$ cat src/rtl/dual_ram_fifo_ctrl.sv
// Purpose: FIFO controller in front of a dual-port RAM (write port 1, async read port 2); forms a first-word-fall-through FIFO.
// Latency: a word pushed at edge k appears on outData with outValid=1 in the cycle after edge k.
// Backpressure: inReady drops when full or in reset; outData is held stable while outValid=1 and outReady=0.
//
// Ports:
//   clk, rst          - clock, synchronous active-high reset
//   inData/inValid/inReady    - producer side (valid/ready)
//   outData/outValid/outReady - consumer side (valid/ready), data straight from ramDataOut2
//   count             - stored words, 0..N
//   ramWr, ramAddr1, ramDataIn - RAM write port (address = write pointer)
//   ramAddr2, ramDataOut2      - RAM read port 2 (address = read pointer)
//   almostFull, almostEmpty    - only when FIFO_ALMOST_FLAGS_EN is defined
//
// Build option: define FIFO_ALMOST_FLAGS_EN to add the almostFull/almostEmpty outputs.
module dual_ram_fifo_ctrl #(
  parameter int N         = 32,
  parameter int Add       = $clog2(N),
  parameter int B         = 8,
  parameter int AF_MARGIN = 4,
  parameter int AE_MARGIN = 4
) (
  input  logic           clk,
  input  logic           rst,
  input  logic [B-1:0]   inData,
  input  logic           inValid,
  output logic           inReady,
  output logic [B-1:0]   outData,
  output logic           outValid,
  input  logic           outReady,
  output logic [Add:0]   count,
  output logic           ramWr,
  output logic [Add-1:0] ramAddr1,
  output logic [Add-1:0] ramAddr2,
  output logic [B-1:0]   ramDataIn,
  input  logic [B-1:0]   ramDataOut2
`ifdef FIFO_ALMOST_FLAGS_EN
  ,
  output logic           almostFull,
  output logic           almostEmpty
`endif
);

  // Sized copies of the depth constants so compares and wraps stay width-matched.
  localparam logic [Add:0]   FULL_CNT = (Add+1)'(N);
  localparam logic [Add-1:0] LAST_PTR = Add'(N - 1);

  logic [Add-1:0] wptr;
  logic [Add-1:0] rptr;
  logic [Add:0]   cnt;
  logic           push;
  logic           pop;

  // Reset gates inReady directly so nothing is written to the RAM while rst is held.
  assign inReady  = !rst && (cnt != FULL_CNT);
  assign outValid = (cnt != '0);
  assign push     = inValid && inReady;
  assign pop      = outValid && outReady;

  assign ramWr     = push;
  assign ramAddr1  = wptr;
  assign ramDataIn = inData;
  assign ramAddr2  = rptr;
  assign outData   = ramDataOut2;
  assign count     = cnt;

  // Explicit wrap on both pointers keeps non-power-of-two depths legal.
  always_ff @(posedge clk) begin
    if (rst) begin
      wptr <= '0;
      rptr <= '0;
      cnt  <= '0;
    end else begin
      if (push) begin
        wptr <= (wptr == LAST_PTR) ? '0 : wptr + 1'b1;
      end
      if (pop) begin
        rptr <= (rptr == LAST_PTR) ? '0 : rptr + 1'b1;
      end
      case ({push, pop})
        2'b10:   cnt <= cnt + 1'b1;
        2'b01:   cnt <= cnt - 1'b1;
        default: cnt <= cnt;
      endcase
    end
  end

`ifdef FIFO_ALMOST_FLAGS_EN
  localparam logic [Add:0] AF_LEVEL = (Add+1)'(N - AF_MARGIN);
  localparam logic [Add:0] AE_LEVEL = (Add+1)'(AE_MARGIN);

  assign almostFull  = (cnt >= AF_LEVEL);
  assign almostEmpty = (cnt <= AE_LEVEL);
`endif

endmodule

$ cat config.mk
export PLATFORM = sky130hd
export DESIGN_NAME = dual_ram_fifo_ctrl
export DESIGN_NICKNAME = d
export VERILOG_FILES = /design/src/rtl/dual_ram_fifo_ctrl.sv
export SDC_FILE = /design/constraint.sdc
export NUM_CORES = 1
export LEC_CHECK = 0
export BUFFER_PORTS_ARGS = -buffer_cell sky130_fd_sc_hd__buf_2
export CAP_MARGIN = 20
export CORE_MARGIN = 2
export CORE_UTILIZATION = 47
export CTS_BUF_LIST = sky130_fd_sc_hd__clkbuf_2
export CTS_CLUSTER_SIZE = 12
export DETAILED_ROUTE_END_ITERATION = 8
export PLACE_DENSITY = 0.82
export SLEW_MARGIN = 20
export SYNTH_ARGS = -nofsm -noshare
export SYNTH_HDL_FRONTEND = slang
export SYNTH_SLANG_ARGS = --single-unit
$ cat constraint.sdc
create_clock -name clk -period 3.5 [get_ports clk]
set_input_delay 0.175 -clock clk [delete_from_list [all_inputs] [get_ports clk]]
set_output_delay 0.175 -clock clk [all_outputs]
set_load 0.01 [all_outputs]
-- Word-level counts from Yosys, hierarchy flattened
Cells that the tools add are included.
- add/sub/neg operators: 4
- equal/unequal tests: 5
- mux-type cells: 3
- reductions and logical operators: 6
- operators with widths (cell ; number):
    6-bit one-hot mux with 2 select lines ; 1
    5-bit by 1-bit adder with 5-bit output, second input constant ; 2
    5-bit == test, second input constant ; 2
    5-bit 2-to-1 mux ; 2
    6-bit by 1-bit adder with 6-bit output, second input constant ; 1
    6-bit inequality test, second input constant ; 1
    6-bit nonzero test ; 1
    6-bit by 1-bit subtractor with 6-bit output, second input constant ; 1
    1-bit logical AND ; 3
    2-bit by 1-bit == test with 1-bit output, second input constant ; 1
    2-bit == test, second input constant ; 1
    2-bit nonzero test ; 1
    1-bit zero test ; 1
- bits in registers: 16
- bits of input ports: 20
- output and inout bits: 35
- logic and storage cells: 21

-- Depth between registers and ports, before layout
Gate-level depths: netlist of the first run.
- depth in word-level cells: 5
- mapped depth: 12
- gate-level depth less buffers: 12

-- Least setup slack after synthesis of the first run
Ideal clock, no wire load.
- path kind: register to register
- start: register cnt[0] (netlist: count[0])
- end: register cnt[5] (netlist: count[5])
- library setup time: 0.121 ns
- data arrival time: 2.778 ns
- data required time: 3.379 ns
- path slack: 0.601 ns
- cell stages (with the launch flop): 11
- path buffers: 0
- clock period less this slack: 2.899 ns
- cells stage by stage: dfxtp_1 > or4_4 > o31ai_4 > inv_1 > ha_1 > ha_1 > a211oi_1 > nor2_1 > mux2i_1 > o21ai_0 > mux2_2
- elaborated cells between the ends (all ways): 11
- those cells by class: add/sub: 2; eq/ne: 3; mux: 1; reduce/logical: 5
- RTL lines (what ; RTL line ; source):
    start: declaration ; 49 ; logic [Add:0] cnt;
    start signal: assignment ; 80 ; 2'b10: cnt <= cnt + 1'b1;
    start signal: assignment ; 81 ; 2'b01: cnt <= cnt - 1'b1;
    start signal: assignment ; 82 ; default: cnt <= cnt;
    6-bit nonzero test * ; 55 ; assign outValid = (cnt != '0);
    1-bit logical AND * ; 57 ; assign pop = outValid && outReady;
    named net pop ; 51 ; logic pop;
    2-bit by 1-bit == test with 1-bit output / 2-bit == test (equally long branches) ; 79 ; case ({push, pop})
    6-bit one-hot mux with 2 select lines / 2-bit nonzero test (equally long branches) ; -- ;
Mark *: on every way through the listed nets, which the timed path passes. The rest lies on a longest branch.
A chain may end at the register's enable or synchronous reset.

-- Worst setup path in the final report of the first run
Ends and elaborated chain as after synthesis.

==> results of run 1 <==
worst paths after layout:
kind,from,slack (ns),endpoint,cells past startpoint
worst min register to register,ramAddr2[4],0.50,ramAddr2[4],2
worst max register to register,count[0],0.35,count[5],10
worst max-delay path,count[0],0.35,count[5],10
worst min-delay path,outReady,0.22,ramAddr2[4],4
layout make-up:
class	instances	area share, %
tap	28	3.15
clock buffer	3	1.35
sequential	16	28.8
clock inverter	1	0.337
timing repair buffer	22	9.90
multi-input combinational	87	54.1
inverter	7	2.36
state kept, by name (all words and copies together) (netlist names):
signal / count
count: 6
ramAddr1: 5
ramAddr2: 5
cells in the mapped netlist:
library cell               instances
sky130_fd_sc_hd__mux2i_1           2
sky130_fd_sc_hd__nand3b_1          1
sky130_fd_sc_hd__and3_1            2
sky130_fd_sc_hd__nor4_1            1
sky130_fd_sc_hd__mux2_2            1
sky130_fd_sc_hd__fa_1              1
sky130_fd_sc_hd__a21o_1            1
sky130_fd_sc_hd__o31ai_4           2
sky130_fd_sc_hd__a31oi_1           2
sky130_fd_sc_hd__inv_1             7
sky130_fd_sc_hd__o31ai_1           1
sky130_fd_sc_hd__nand2_1           5
sky130_fd_sc_hd__buf_4            16
sky130_fd_sc_hd__clkbuf_1          3
sky130_fd_sc_hd__or4_4             1
sky130_fd_sc_hd__a211oi_1          2
sky130_fd_sc_hd__nand3_1           2
sky130_fd_sc_hd__nor3b_1           2
sky130_fd_sc_hd__or3_2             1
sky130_fd_sc_hd__a21o_2            1
sky130_fd_sc_hd__dfxtp_1          16
sky130_fd_sc_hd__o21ai_0           6
sky130_fd_sc_hd__a21oi_1          16
sky130_fd_sc_hd__or4_2             1
sky130_fd_sc_hd__or4_1             1
sky130_fd_sc_hd__ha_1              9
sky130_fd_sc_hd__nor3_1            3
sky130_fd_sc_hd__nor2_1           18
sky130_fd_sc_hd__xor2_1            3
sky130_fd_sc_hd__or4b_2            2
logic make-up (layout without fill, tap and decap cells):
family	after synthesis	after routing
fa+ha+maj	10	10
simple gates	40	40
mux	3	3
buf+inv	26	33
xor+xnor	3	3
flops	16	16
compound gates	31	31
critical path, cell delays in order, from the launching register on:
cell and delay (ns):
sky130_fd_sc_hd__dfxtp_1 0.40, sky130_fd_sc_hd__or4_4 0.61, sky130_fd_sc_hd__o31ai_4 0.35, sky130_fd_sc_hd__inv_1 0.14, sky130_fd_sc_hd__ha_1 0.31, sky130_fd_sc_hd__ha_1 0.33
sky130_fd_sc_hd__a211oi_1 0.26, sky130_fd_sc_hd__nor2_1 0.11, sky130_fd_sc_hd__mux2i_1 0.13, sky130_fd_sc_hd__o21ai_0 0.09, sky130_fd_sc_hd__mux2_2 0.34
report_power, final:
| part | total [W] | switching [W] | internal [W] |
|---|---|---|---|
| Combinational | 0.000504 | 0.000288 | 0.000216 |
| Sequential | 0.000280 | 0.0000600 | 0.000220 |
| Clock | 0.0000894 | 0.0000645 | 0.0000248 |
| Total | 0.000873 | 0.000412 | 0.000461 |
layer usage:
layer	share of wire, %	global-route usage, %	vias up
met3	6.5	3.45	7
met4	1.9	8.33	0
li1	-	-	457
met2	48	28.9	34
met1	44	20.0	420
met5	0	0	-
per-stage QoR:
step | total power, W | instance area [sq um] | hold WS [ns] | setup slack, ns
global placement | 0.000768 | 1090 | 0.350 | 0.512
detailed placement | 0.000788 | 1090 | 0.350 | 0.367
floorplan | 0.000677 | 1080 | 0.410 | 0.601
CTS | 0.000880 | 1110 | 0.212 | 0.337
finish | 0.000873 | 1110 | 0.223 | 0.354
global route | 0.000947 | 1110 | 0.232 | 0.226
==> out/metrics.json, run 1 <==
{
  "run_status": {
    "run_status": "completed"
  },
  "synth": {
    "area_share_of_xor_xnor_cells_in_the_synthesized_design_pct": 2.43,
    "cells_after_synth": 129,
    "post_synth_num_cell_types": 30,
    "synth_adder_area_share_pct": 12.3,
    "syn-num-nets": 159,
    "largest_family_of_logic_cells_by_synthesized_area": "simple AND/OR/NAND/NOR gates",
    "synth_top_cell_area_share_pct": 29.7,
    "ys_seq_elements": 16,
    "most_area_consuming_cells_after_synthesis": "sky130_fd_sc_hd__dfxtp_1, sky130_fd_sc_hd__buf_4, sky130_fd_sc_hd__ha_1",
    "synth_seq_area_share_pct": 29.7,
    "avgSynthCellArea_sq_um": 8.37,
    "synth_simple_gate_area_share_pct": 19.2,
    "synth.mux.area_fraction_pct": 2.90,
    "synth-compound-area-share_pct": 18.9,
    "post_synthesis_cell_area_sq_um": 1080,
    "synth_area_leader_cell": "sky130_fd_sc_hd__dfxtp_1",
    "yosys_warnings": 0
  },
  "global_routing": {
    "grt.total_usage_pct": 16.9,
    "overflow": 0,
    "first_pass_grt_wire_length_mm": 3.40,
    "via_count_of_the_first_global_routing_pass": 791,
    "grt_start_max_net_pins": 20,
    "grt_antenna_before_repair": 0
  },
  "clock_network": {
    "cts-buffers-inserted": 3,
    "worst_setup_hold_path_clk_slew_ns": 0.16,
    "cts_setup_buffers": 0,
    "cts-hold-fix-buffers": 0,
    "cts_root_buffer": "sky130_fd_sc_hd__clkbuf_2",
    "post_cts_resized": 0,
    "source_to_sink_clock_delay_at_the_later_pin_of_the_worst_skew_pair_ns": 0.31,
    "number_of_sinks_handled_by_clock_tree_synthesis": 16,
    "tritoncts": "yes",
    "htree_levels": 1,
    "clockBufferDepth": 2
  },
  "cells_and_area": {
    "final_layout_size_suffix_gt1_share_pct": 25.0,
    "sequential_cell_area_sq_um": 320,
    "layout_common_cells": "sky130_fd_sc_hd__buf_2, sky130_fd_sc_hd__nor2_1, sky130_fd_sc_hd__a21oi_1, sky130_fd_sc_hd__dfxtp_1, sky130_fd_sc_hd__ha_1",
    "multi_input_area_sq_um": 602,
    "final_nets": 167,
    "num-fill-cells": 226,
    "antenna-diode-count": 0,
    "flow.area_growth_from_synthesis_pct": 3.01,
    "layout.cells.non_filler": 164,
    "postLayoutCoreUtil_pct": 50.8,
    "commonest_non_fill_non_tap_cell_in_the_layout": "sky130_fd_sc_hd__buf_2"
  },
  "sta": {
    "timing.slew.headroom_pct": 74.4,
    "fmaxAchievable_ghz": 0.318,
    "final_period_minus_worst_setup_slack_ns": 3.15,
    "final_hold_viol_count": 0,
    "finalSetupTns_ns": 0,
    "timing_worst_slew_pin_value_ns": 0.384,
    "final_max_slew_viol_count": 0,
    "setup-violations-final": 0,
    "rsz0062_at_grt": "false",
    "skew_ns": 0.00399,
    "period_share_pct": 89.9
  },
  "floorplan": {
    "dieArea_sq_um": 2700,
    "die_width_um": 51.9,
    "core.rowCount": 17,
    "core_sq_um": 2190,
    "die_h_um": 51.9,
    "io_pins": 55,
    "initial_core_utilization_pct": 49.3
  },
  "job": {
    "cap_viol_max_count": 0
  },
  "route": {
    "drtIter0Drc": 18,
    "detail_route.drc_violations": 0,
    "post_drt_wl_per_cell_um": 13.3,
    "final_antenna_net_count": 0,
    "via_per_inst": 5.60,
    "drt-total-wl_mm": 2.18,
    "dr.pass1.iters": 4,
    "dr_total_vias": 918
  },
  "worst_setup_path": {
    "worstSetupStartpointType": "flop",
    "endpoint_kind_of_the_worst_setup_timing_path": "flop",
    "timing.setup.critical_path_class": "flop to flop",
    "required_ns": 3.73,
    "critPathMaxFanout": 9,
    "cp_data_arrival_time_ns": 3.37
  },
  "power_and_ir_drop": {
    "ir_drop_uv": 460,
    "power_per_cell_area_nw_per_um2": 785,
    "leakage_nw": 0.531
  },
  "min_path": {
    "holdCritPathClass": "primary input to flop"
  },
  "place": {
    "dp.final_hpwl_mm": 1.63,
    "port-buffer-count": 22,
    "gp_congestion": 0.898,
    "placed_cells": 160
  }
}
Power figures use the tool's default switching activity.
==> run 2, diff against run 1 <==
--- a/config.mk
+++ b/config.mk
@@ -12,7 +12,7 @@
 export CTS_BUF_LIST = sky130_fd_sc_hd__clkbuf_2
 export CTS_CLUSTER_SIZE = 12
 export DETAILED_ROUTE_END_ITERATION = 8
-export PLACE_DENSITY = 0.82
+export PLACE_DENSITY = 0.92
 export SLEW_MARGIN = 20
 export SYNTH_ARGS = -nofsm -noshare
 export SYNTH_HDL_FRONTEND = slang
==> out/metrics.json, run 2 (synthesis results as in run 1) <==
{
  "sta": {
    "rsz0062_at_grt": "false",
    "worst_hold_slack": {"value": 0.259, "unit": "ns", "change": "+0.0359 ns"},
    "final_max_slew_viol_count": {"value": 0, "change": "unchanged"},
    "skew": {"value": 0.00149, "unit": "ns", "change": "-0.00250 ns"},
    "timing_worst_slew_pin_value": {"value": 0.391, "unit": "ns", "change": "+0.00754 ns"},
    "setup-violations-final": {"value": 0, "change": "unchanged"},
    "final.setup.worst_slack": {"value": 0.349, "unit": "ns", "change": "-0.00455 ns"},
    "period_share": {"value": 90.0, "unit": "%", "change": "+0.13 points"},
    "final_period_minus_worst_setup_slack": {"value": 3.15, "unit": "ns", "change": "+0.00455 ns"},
    "timing.slew.headroom": {"value": 73.9, "unit": "%", "change": "-0.50 points"},
    "final_hold_viol_count": {"value": 0, "change": "unchanged"},
    "fmaxAchievable": {"value": 0.317, "unit": "GHz", "change": "-0.14%"},
    "finalSetupTns": {"value": 0, "unit": "ns", "change": "unchanged"}
  },
  "global_routing": {
    "via_count_of_the_first_global_routing_pass": {"value": 830, "change": "+4.9%"},
    "first_pass_grt_wire_length": {"value": 3.50, "unit": "mm", "change": "+2.9%"},
    "overflow": {"value": 0, "change": "unchanged"},
    "grt.total_usage": {"value": 17.1, "unit": "%", "change": "+0.21 points"},
    "grt_start_max_net_pins": {"value": 20, "change": "unchanged"},
    "grt_antenna_before_repair": {"value": 0, "change": "unchanged"}
  },
  "clock_network": {
    "htree_levels": {"value": 1, "change": "unchanged"},
    "clockBufferDepth": {"value": 2, "change": "unchanged"},
    "number_of_sinks_handled_by_clock_tree_synthesis": {"value": 16, "change": "unchanged"},
    "cts_setup_buffers": {"value": 0, "change": "unchanged"},
    "cts_root_buffer": "sky130_fd_sc_hd__clkbuf_2",
    "post_cts_resized": {"value": 0, "change": "unchanged"},
    "worst_setup_hold_path_clk_slew": {"value": 0.15, "unit": "ns", "change": "about the same"},
    "cts-buffers-inserted": {"value": 3, "change": "unchanged"},
    "tritoncts": "yes",
    "cts-hold-fix-buffers": {"value": 0, "change": "unchanged"},
    "source_to_sink_clock_delay_at_the_later_pin_of_the_worst_skew_pair": {"value": 0.28, "unit": "ns", "change": "-0.03 ns"}
  },
  "cells_and_area": {
    "layout_common_cells": "sky130_fd_sc_hd__buf_2, sky130_fd_sc_hd__nor2_1, sky130_fd_sc_hd__a21oi_1, sky130_fd_sc_hd__dfxtp_1, sky130_fd_sc_hd__ha_1",
    "postLayoutCoreUtil": {"value": 50.6, "unit": "%", "change": "-0.17 points"},
    "flow.area_growth_from_synthesis_pct": 2.66,
    "largest_register_ffs": {"value": 6, "change": "unchanged"},
    "antenna-diode-count": {"value": 0, "change": "unchanged"},
    "final_layout_size_suffix_gt1_share": {"value": 25.2, "unit": "%", "change": "+0.19 points"},
    "layout.cells.non_filler": {"value": 163, "change": "-0.61%"},
    "commonest_non_fill_non_tap_cell_in_the_layout": "sky130_fd_sc_hd__buf_2",
    "final_nets": {"value": 167, "change": "unchanged"}
  },
  "route": {
    "dr.pass1.iters": {"value": 4, "change": "unchanged"},
    "dr_total_vias": {"value": 893, "change": "-2.7%"},
    "detail_route.drc_violations": {"value": 0, "change": "unchanged"},
    "via_per_inst": {"value": 5.48, "change": "-2.1%"},
    "final_antenna_net_count": {"value": 0, "change": "unchanged"},
    "drt-total-wl": {"value": 2.15, "unit": "mm", "change": "-1.3%"},
    "post_drt_wl_per_cell": {"value": 13.2, "unit": "um", "change": "-0.68%"},
    "drtIter0Drc": {"value": 15, "change": "-3"}
  },
  "floorplan": {
    "core.rowCount": {"value": 17, "change": "unchanged"},
    "die_width": {"value": 51.9, "unit": "um", "change": "unchanged"},
    "core": {"value": 2190, "unit": "sq um", "change": "unchanged"},
    "dieArea": {"value": 2700, "unit": "sq um", "change": "unchanged"},
    "initial_core_utilization": {"value": 49.3, "unit": "%", "change": "unchanged"},
    "die_h": {"value": 51.9, "unit": "um", "change": "unchanged"},
    "io_pins": {"value": 55, "change": "unchanged"}
  },
  "power_and_ir_drop": {
    "netSwitchingPower": {"value": 0.000402, "unit": "W", "change": "-2.4%"},
    "clock_power_share": {"value": 9.2, "unit": "%", "change": "-1.0 points"},
    "ir_drop": {"value": 504, "unit": "uV", "change": "+9.4%"},
    "switching_share": {"value": 46.7, "unit": "%", "change": "-0.49 points"},
    "leakage": {"value": 0.529, "unit": "nW", "change": "-0.30%"},
    "comb_power_share": {"value": 58.4, "unit": "%", "change": "+0.7 points"},
    "power_per_cell_area": {"value": 777, "unit": "nW/um^2", "change": "-1.1%"},
    "sequentialPowerShare": {"value": 32.4, "unit": "%", "change": "+0.3 points"},
    "p_int": {"value": 0.000459, "unit": "W", "change": "-0.49%"}
  },
  "worst_setup_path": {
    "required": {"value": 3.69, "unit": "ns", "change": "-0.04 ns"},
    "timing.critical_path.buf_inv": {"value": 1, "change": "unchanged"},
    "cpLargestDelayFamily": "simple AND/OR/NAND/NOR gates",
    "timing.rr.end": "count[5]",
    "reg2reg_setup_slack": {"value": 0.35, "unit": "ns", "change": "about the same"},
    "critPathMaxFanout": {"value": 9, "change": "unchanged"},
    "worstSetupStartpointType": "flop",
    "endpoint_kind_of_the_worst_setup_timing_path": "flop",
    "timing.setup.critical_path_class": "flop to flop",
    "worst_path_max_delay_cell": "sky130_fd_sc_hd__or4_4",
    "cpMostUsedCell": "sky130_fd_sc_hd__ha_1",
    "path_cells": "or4_4 > o31ai_4 > inv_1 > ha_1 > ha_1 > a211oi_1 > nor2_1 > mux2i_1 > o21ai_0 > mux2_2",
    "cp_data_arrival_time": {"value": 3.34, "unit": "ns", "change": "-0.03 ns"},
    "reg2regPathDepth": {"value": 10, "change": "unchanged"},
    "critPathMaxStageDelay": {"value": 0.60, "unit": "ns", "change": "about the same"},
    "regToRegStartpoint": "count[0]"
  },
  "place": {
    "detailedPlace.worstSlack": {"value": 0.421, "unit": "ns", "change": "+0.0534 ns"},
    "gp_congestion": {"value": 0.889, "change": "-1.0%"},
    "dp.final_hpwl": {"value": 1.66, "unit": "mm", "change": "+2.1%"},
    "port-buffer-count": {"value": 22, "change": "unchanged"},
    "placed_cells": {"value": 160, "change": "unchanged"}
  },
  "run_status": {
    "run_status": "completed"
  },
  "job": {
    "cap_viol_max_count": {"value": 0, "change": "unchanged"}
  },
  "min_path": {
    "min_delay_path_depth": {"value": 2, "change": "-2"},
    "hold_path.startpoint": "rst",
    "holdCritPathClass": "primary input to flop",
    "worst_hold_end": "ramAddr2[0]"
  }
}
==> run 2: changes by cell type in the layout (fill, tap and decap cells not counted), sizes merged <==
cell	previous run	this run
clkinv	1	0
==> run 2: area by class of cell <==
type | count | area [sq um]
Multi-Input combinational cell | 87 | 602
Inverter | 7 | 26.3
Sequential cell | 16 | 320
Fill cell | 209 | 1080
Clock buffer | 3 | 15.0
Tap cell | 28 | 35.0
Timing Repair Buffer | 22 | 110
==> run 2: worst max-delay path by stage <==
stage	from	to	cells after the start
floorplan	count[0]	count[5]	10
global placement	count[0]	count[5]	10
detailed placement	count[0]	count[5]	10
CTS	count[0]	count[5]	10
global route	count[0]	count[5]	10
finish	count[0]	count[5]	10
==> run 2: power groups by stage <==
stage	registers, W	clock network, W	logic [W]
6_report	0.000279	0.0000794	0.000503
5_1_grt	0.000286	0.0000916	0.000566
3_3_place_gp	0.000279	0	0.000484
4_1_cts	0.000279	0.0000836	0.000506
3_5_place_dp	0.000283	0	0.000505
2_1_floorplan	0.000291	0	0.000385
==> run 2: layer usage <==
| metal | vias up | part of all wire, % | track usage, % |
|---|---|---|---|
| met5 | - | 0 | 0 |
| met4 | 0 | 0 | 4.82 |
| met3 | 0 | 4.9 | 6.32 |
| met2 | 18 | 52 | 30.2 |
| met1 | 421 | 43 | 19.1 |
| li1 | 454 | - | - |
==> run 2: per-stage QoR <==
step	instance area, sq um	total power (W)
after detailed placement	1090	0.000789
after floorplan	1080	0.000677
after global placement	1090	0.000763
after global routing	1110	0.000943
after CTS	1110	0.000869
final	1110	0.000861
==> run 3, diff against run 2 <==
--- a/config.mk
+++ b/config.mk
@@ -5,13 +5,14 @@
 export SDC_FILE = /design/constraint.sdc
 export NUM_CORES = 1
 export LEC_CHECK = 0
-export BUFFER_PORTS_ARGS = -buffer_cell sky130_fd_sc_hd__buf_2
+export BUFFER_PORTS_ARGS = -buffer_cell sky130_fd_sc_hd__buf_4
 export CAP_MARGIN = 20
-export CORE_MARGIN = 2
+export CORE_MARGIN = 4
 export CORE_UTILIZATION = 47
 export CTS_BUF_LIST = sky130_fd_sc_hd__clkbuf_2
 export CTS_CLUSTER_SIZE = 12
 export DETAILED_ROUTE_END_ITERATION = 8
+export HOLD_SLACK_MARGIN = 0.06
 export PLACE_DENSITY = 0.92
 export SLEW_MARGIN = 20
 export SYNTH_ARGS = -nofsm -noshare
==> out/metrics.json, run 3 (synthesis results as in run 1) <==
{
  "global_routing": {
    "grt_use_met1": {"value": 16.7, "unit": "%", "change": "-2.5 points"},
    "overflow": {"value": 0, "change": "unchanged"},
    "grt.total_usage": {"value": 15.5, "unit": "%", "change": "-1.7 points"},
    "grt.busiest_layer": "met2",
    "grt_start_max_net_pins": {"value": 20, "change": "unchanged"},
    "first_pass_grt_wire_length": {"value": 3.97, "unit": "mm", "change": "+14%"},
    "met3_usage": {"value": 7.19, "unit": "%", "change": "+0.87 points"},
    "via_count_of_the_first_global_routing_pass": {"value": 885, "change": "+6.6%"},
    "grt_antenna_before_repair": {"value": 0, "change": "unchanged"},
    "grt_util_met2": {"value": 27.7, "unit": "%", "change": "-2.5 points"}
  },
  "sta": {
    "final.setup.worst_slack": {"value": 0.400, "unit": "ns", "change": "+0.0503 ns"},
    "final_hold_viol_count": {"value": 0, "change": "unchanged"},
    "timing.slew.headroom": {"value": 75.3, "unit": "%", "change": "+1.4 points"},
    "finalSetupTns": {"value": 0, "unit": "ns", "change": "unchanged"},
    "final_max_slew_viol_count": {"value": 0, "change": "unchanged"},
    "worst_hold_slack": {"value": 0.183, "unit": "ns", "change": "-0.0762 ns"},
    "setup-violations-final": {"value": 0, "change": "unchanged"},
    "period_share": {"value": 88.6, "unit": "%", "change": "-1.4 points"},
    "final_period_minus_worst_setup_slack": {"value": 3.10, "unit": "ns", "change": "-0.0503 ns"},
    "fmaxAchievable": {"value": 0.323, "unit": "GHz", "change": "+1.6%"},
    "rsz0062_at_grt": "false",
    "timing_worst_slew_pin_value": {"value": 0.371, "unit": "ns", "change": "-0.0204 ns"},
    "skew": {"value": 0.0106, "unit": "ns", "change": "+0.00913 ns"}
  },
  "clock_network": {
    "worst_setup_hold_path_clk_slew": {"value": 0.15, "unit": "ns", "change": "about the same"},
    "htree_levels": {"value": 1, "change": "unchanged"},
    "cts-hold-fix-buffers": {"value": 0, "change": "unchanged"},
    "number_of_sinks_handled_by_clock_tree_synthesis": {"value": 16, "change": "unchanged"},
    "cts_root_buffer": "sky130_fd_sc_hd__clkbuf_2",
    "post_cts_resized": {"value": 0, "change": "unchanged"},
    "cts-buffers-inserted": {"value": 3, "change": "unchanged"},
    "clockBufferDepth": {"value": 2, "change": "unchanged"},
    "source_to_sink_clock_delay_at_the_later_pin_of_the_worst_skew_pair": {"value": 0.28, "unit": "ns", "change": "about the same"},
    "tritoncts": "yes",
    "cts_setup_buffers": {"value": 0, "change": "unchanged"}
  },
  "cells_and_area": {
    "largest_register_ffs": {"value": 6, "change": "unchanged"},
    "layout_common_cells": "sky130_fd_sc_hd__buf_4, sky130_fd_sc_hd__nor2_1, sky130_fd_sc_hd__a21oi_1, sky130_fd_sc_hd__dfxtp_1, sky130_fd_sc_hd__ha_1",
    "final_layout_size_suffix_gt1_share": {"value": 25.0, "unit": "%", "change": "-0.19 points"},
    "flow.area_growth_from_synthesis_pct": 8.11,
    "antenna-diode-count": {"value": 0, "change": "unchanged"},
    "commonest_non_fill_non_tap_cell_in_the_layout": "sky130_fd_sc_hd__buf_4",
    "num-fill-cells": {"value": 210, "change": "+0.48%"},
    "finish.instance_area": {"value": 1170, "unit": "sq um", "change": "+5.3%"},
    "final_nets": {"value": 167, "change": "unchanged"}
  },
  "job": {
    "cap_viol_max_count": {"value": 0, "change": "unchanged"}
  },
  "route": {
    "drtIter0Drc": {"value": 17, "change": "+2"},
    "post_drt_wl_per_cell": {"value": 14.0, "unit": "um", "change": "+6.5%"},
    "detail_route.drc_violations": {"value": 0, "change": "unchanged"},
    "drt-total-wl": {"value": 2.30, "unit": "mm", "change": "+7.1%"},
    "dr.pass1.iters": {"value": 4, "change": "unchanged"},
    "final_antenna_net_count": {"value": 0, "change": "unchanged"},
    "via_per_inst": {"value": 5.47, "change": "-0.16%"},
    "dr_total_vias": {"value": 897, "change": "+0.45%"}
  },
  "worst_setup_path": {
    "cpMostUsedCell": "sky130_fd_sc_hd__ha_1",
    "critPathMaxStageDelay": {"value": 0.61, "unit": "ns", "change": "about the same"},
    "path_cells": "or4_4 > o31ai_4 > inv_1 > ha_1 > ha_1 > a211oi_1 > nor2_1 > mux2i_1 > o21ai_0 > mux2_2",
    "critPathMaxFanout": {"value": 9, "change": "unchanged"},
    "endpoint_kind_of_the_worst_setup_timing_path": "flop",
    "timing.critical_path.buf_inv": {"value": 1, "change": "unchanged"},
    "worstSetupStartpointType": "flop",
    "timing.setup.critical_path_class": "flop to flop",
    "worst_path_max_delay_cell": "sky130_fd_sc_hd__or4_4",
    "cpLargestDelayFamily": "simple AND/OR/NAND/NOR gates",
    "cp_data_arrival_time": {"value": 3.29, "unit": "ns", "change": "-0.05 ns"},
    "required": {"value": 3.69, "unit": "ns", "change": "about the same"}
  },
  "floorplan": {
    "initial_core_utilization": {"value": 49.3, "unit": "%", "change": "unchanged"},
    "core": {"value": 2190, "unit": "sq um", "change": "unchanged"},
    "die_h": {"value": 55.9, "unit": "um", "change": "+7.7%"},
    "dieArea": {"value": 3130, "unit": "sq um", "change": "+16%"},
    "core.rowCount": {"value": 17, "change": "unchanged"},
    "io_pins": {"value": 55, "change": "unchanged"},
    "die_width": {"value": 55.9, "unit": "um", "change": "+7.7%"}
  },
  "place": {
    "dp.final_hpwl": {"value": 1.82, "unit": "mm", "change": "+9.2%"},
    "port-buffer-count": {"value": 22, "change": "unchanged"},
    "detailedPlace.worstSlack": {"value": 0.434, "unit": "ns", "change": "+0.0134 ns"},
    "gp_congestion": {"value": 0.849, "change": "-4.5%"},
    "detailed_place.area": {"value": 1150, "unit": "sq um", "change": "+5.0%"}
  },
  "run_status": {
    "run_status": "completed"
  },
  "power_and_ir_drop": {
    "leakage": {"value": 0.535, "unit": "nW", "change": "+1.1%"},
    "design_power_total": {"value": 0.000905, "unit": "W", "change": "+5.1%"},
    "power_per_cell_area": {"value": 775, "unit": "nW/um^2", "change": "-0.18%"},
    "switching_share": {"value": 45.6, "unit": "%", "change": "-1.1 points"},
    "netSwitchingPower": {"value": 0.000413, "unit": "W", "change": "+2.7%"},
    "p_int": {"value": 0.000492, "unit": "W", "change": "+7.3%"},
    "comb_power_share": {"value": 59.9, "unit": "%", "change": "+1.5 points"},
    "ir_drop": {"value": 526, "unit": "uV", "change": "+4.5%"},
    "sequentialPowerShare": {"value": 31.4, "unit": "%", "change": "-1.0 points"},
    "clock_power_share": {"value": 8.7, "unit": "%", "change": "-0.5 points"}
  },
  "min_path": {
    "holdCritPathClass": "primary input to flop"
  }
}
run 3: changes by cell type in the layout (fill, tap and decap cells not counted), sizes merged:
cell and delta:
clkinv +1
run 3: final timing paths:
path / start / endpoint / slack (ns) / depth (start not counted)
worst max register to register: count[0] / count[5] / 0.40 / 10
worst min register to register: ramAddr2[4] / ramAddr2[4] / 0.50 / 2
worst min-delay path: rst / ramAddr1[2] / 0.18 / 2
worst max-delay path: count[0] / count[5] / 0.40 / 10
run 3: power by group through the flow:
stage / logic (W) / registers, W / clock network (W)
2_1_floorplan: 0.000385 / 0.000291 / 0
5_1_grt: 0.000611 / 0.000293 / 0.0000929
3_3_place_gp: 0.000516 / 0.000282 / 0
6_report: 0.000542 / 0.000284 / 0.0000790
4_1_cts: 0.000544 / 0.000285 / 0.0000822
3_5_place_dp: 0.000540 / 0.000288 / 0
run 3: stage by stage:
| stage | utilization (%) | instances |
|---|---|---|
| finish | 53.3 | 164 |
| floorplan | - | 129 |
| global route | 53.3 | 164 |
| CTS | 53.3 | 164 |
| global placement | 52.4 | 160 |
| detailed placement | 52.4 | 160 |
run 3: layout make-up:
type                       count  area, sq um  area share (%)
timing repair buffer          22          165            14.1
clock buffer                   3         15.0            1.29
clock inverter                 1         3.75           0.322
tap                           28         35.0            3.00
sequential                    16          320            27.4
multi-input combinational     87          602            51.6
inverter                       7         26.3            2.25
run 3: metal layers:
| metal | wire length, um | share of wire, % |
|---|---|---|
| met5 | 0 | 0 |
| met3 | 182 | 7.9 |
| met2 | 1170 | 51 |
| met1 | 947 | 41 |
| met4 | 7 | 0.30 |
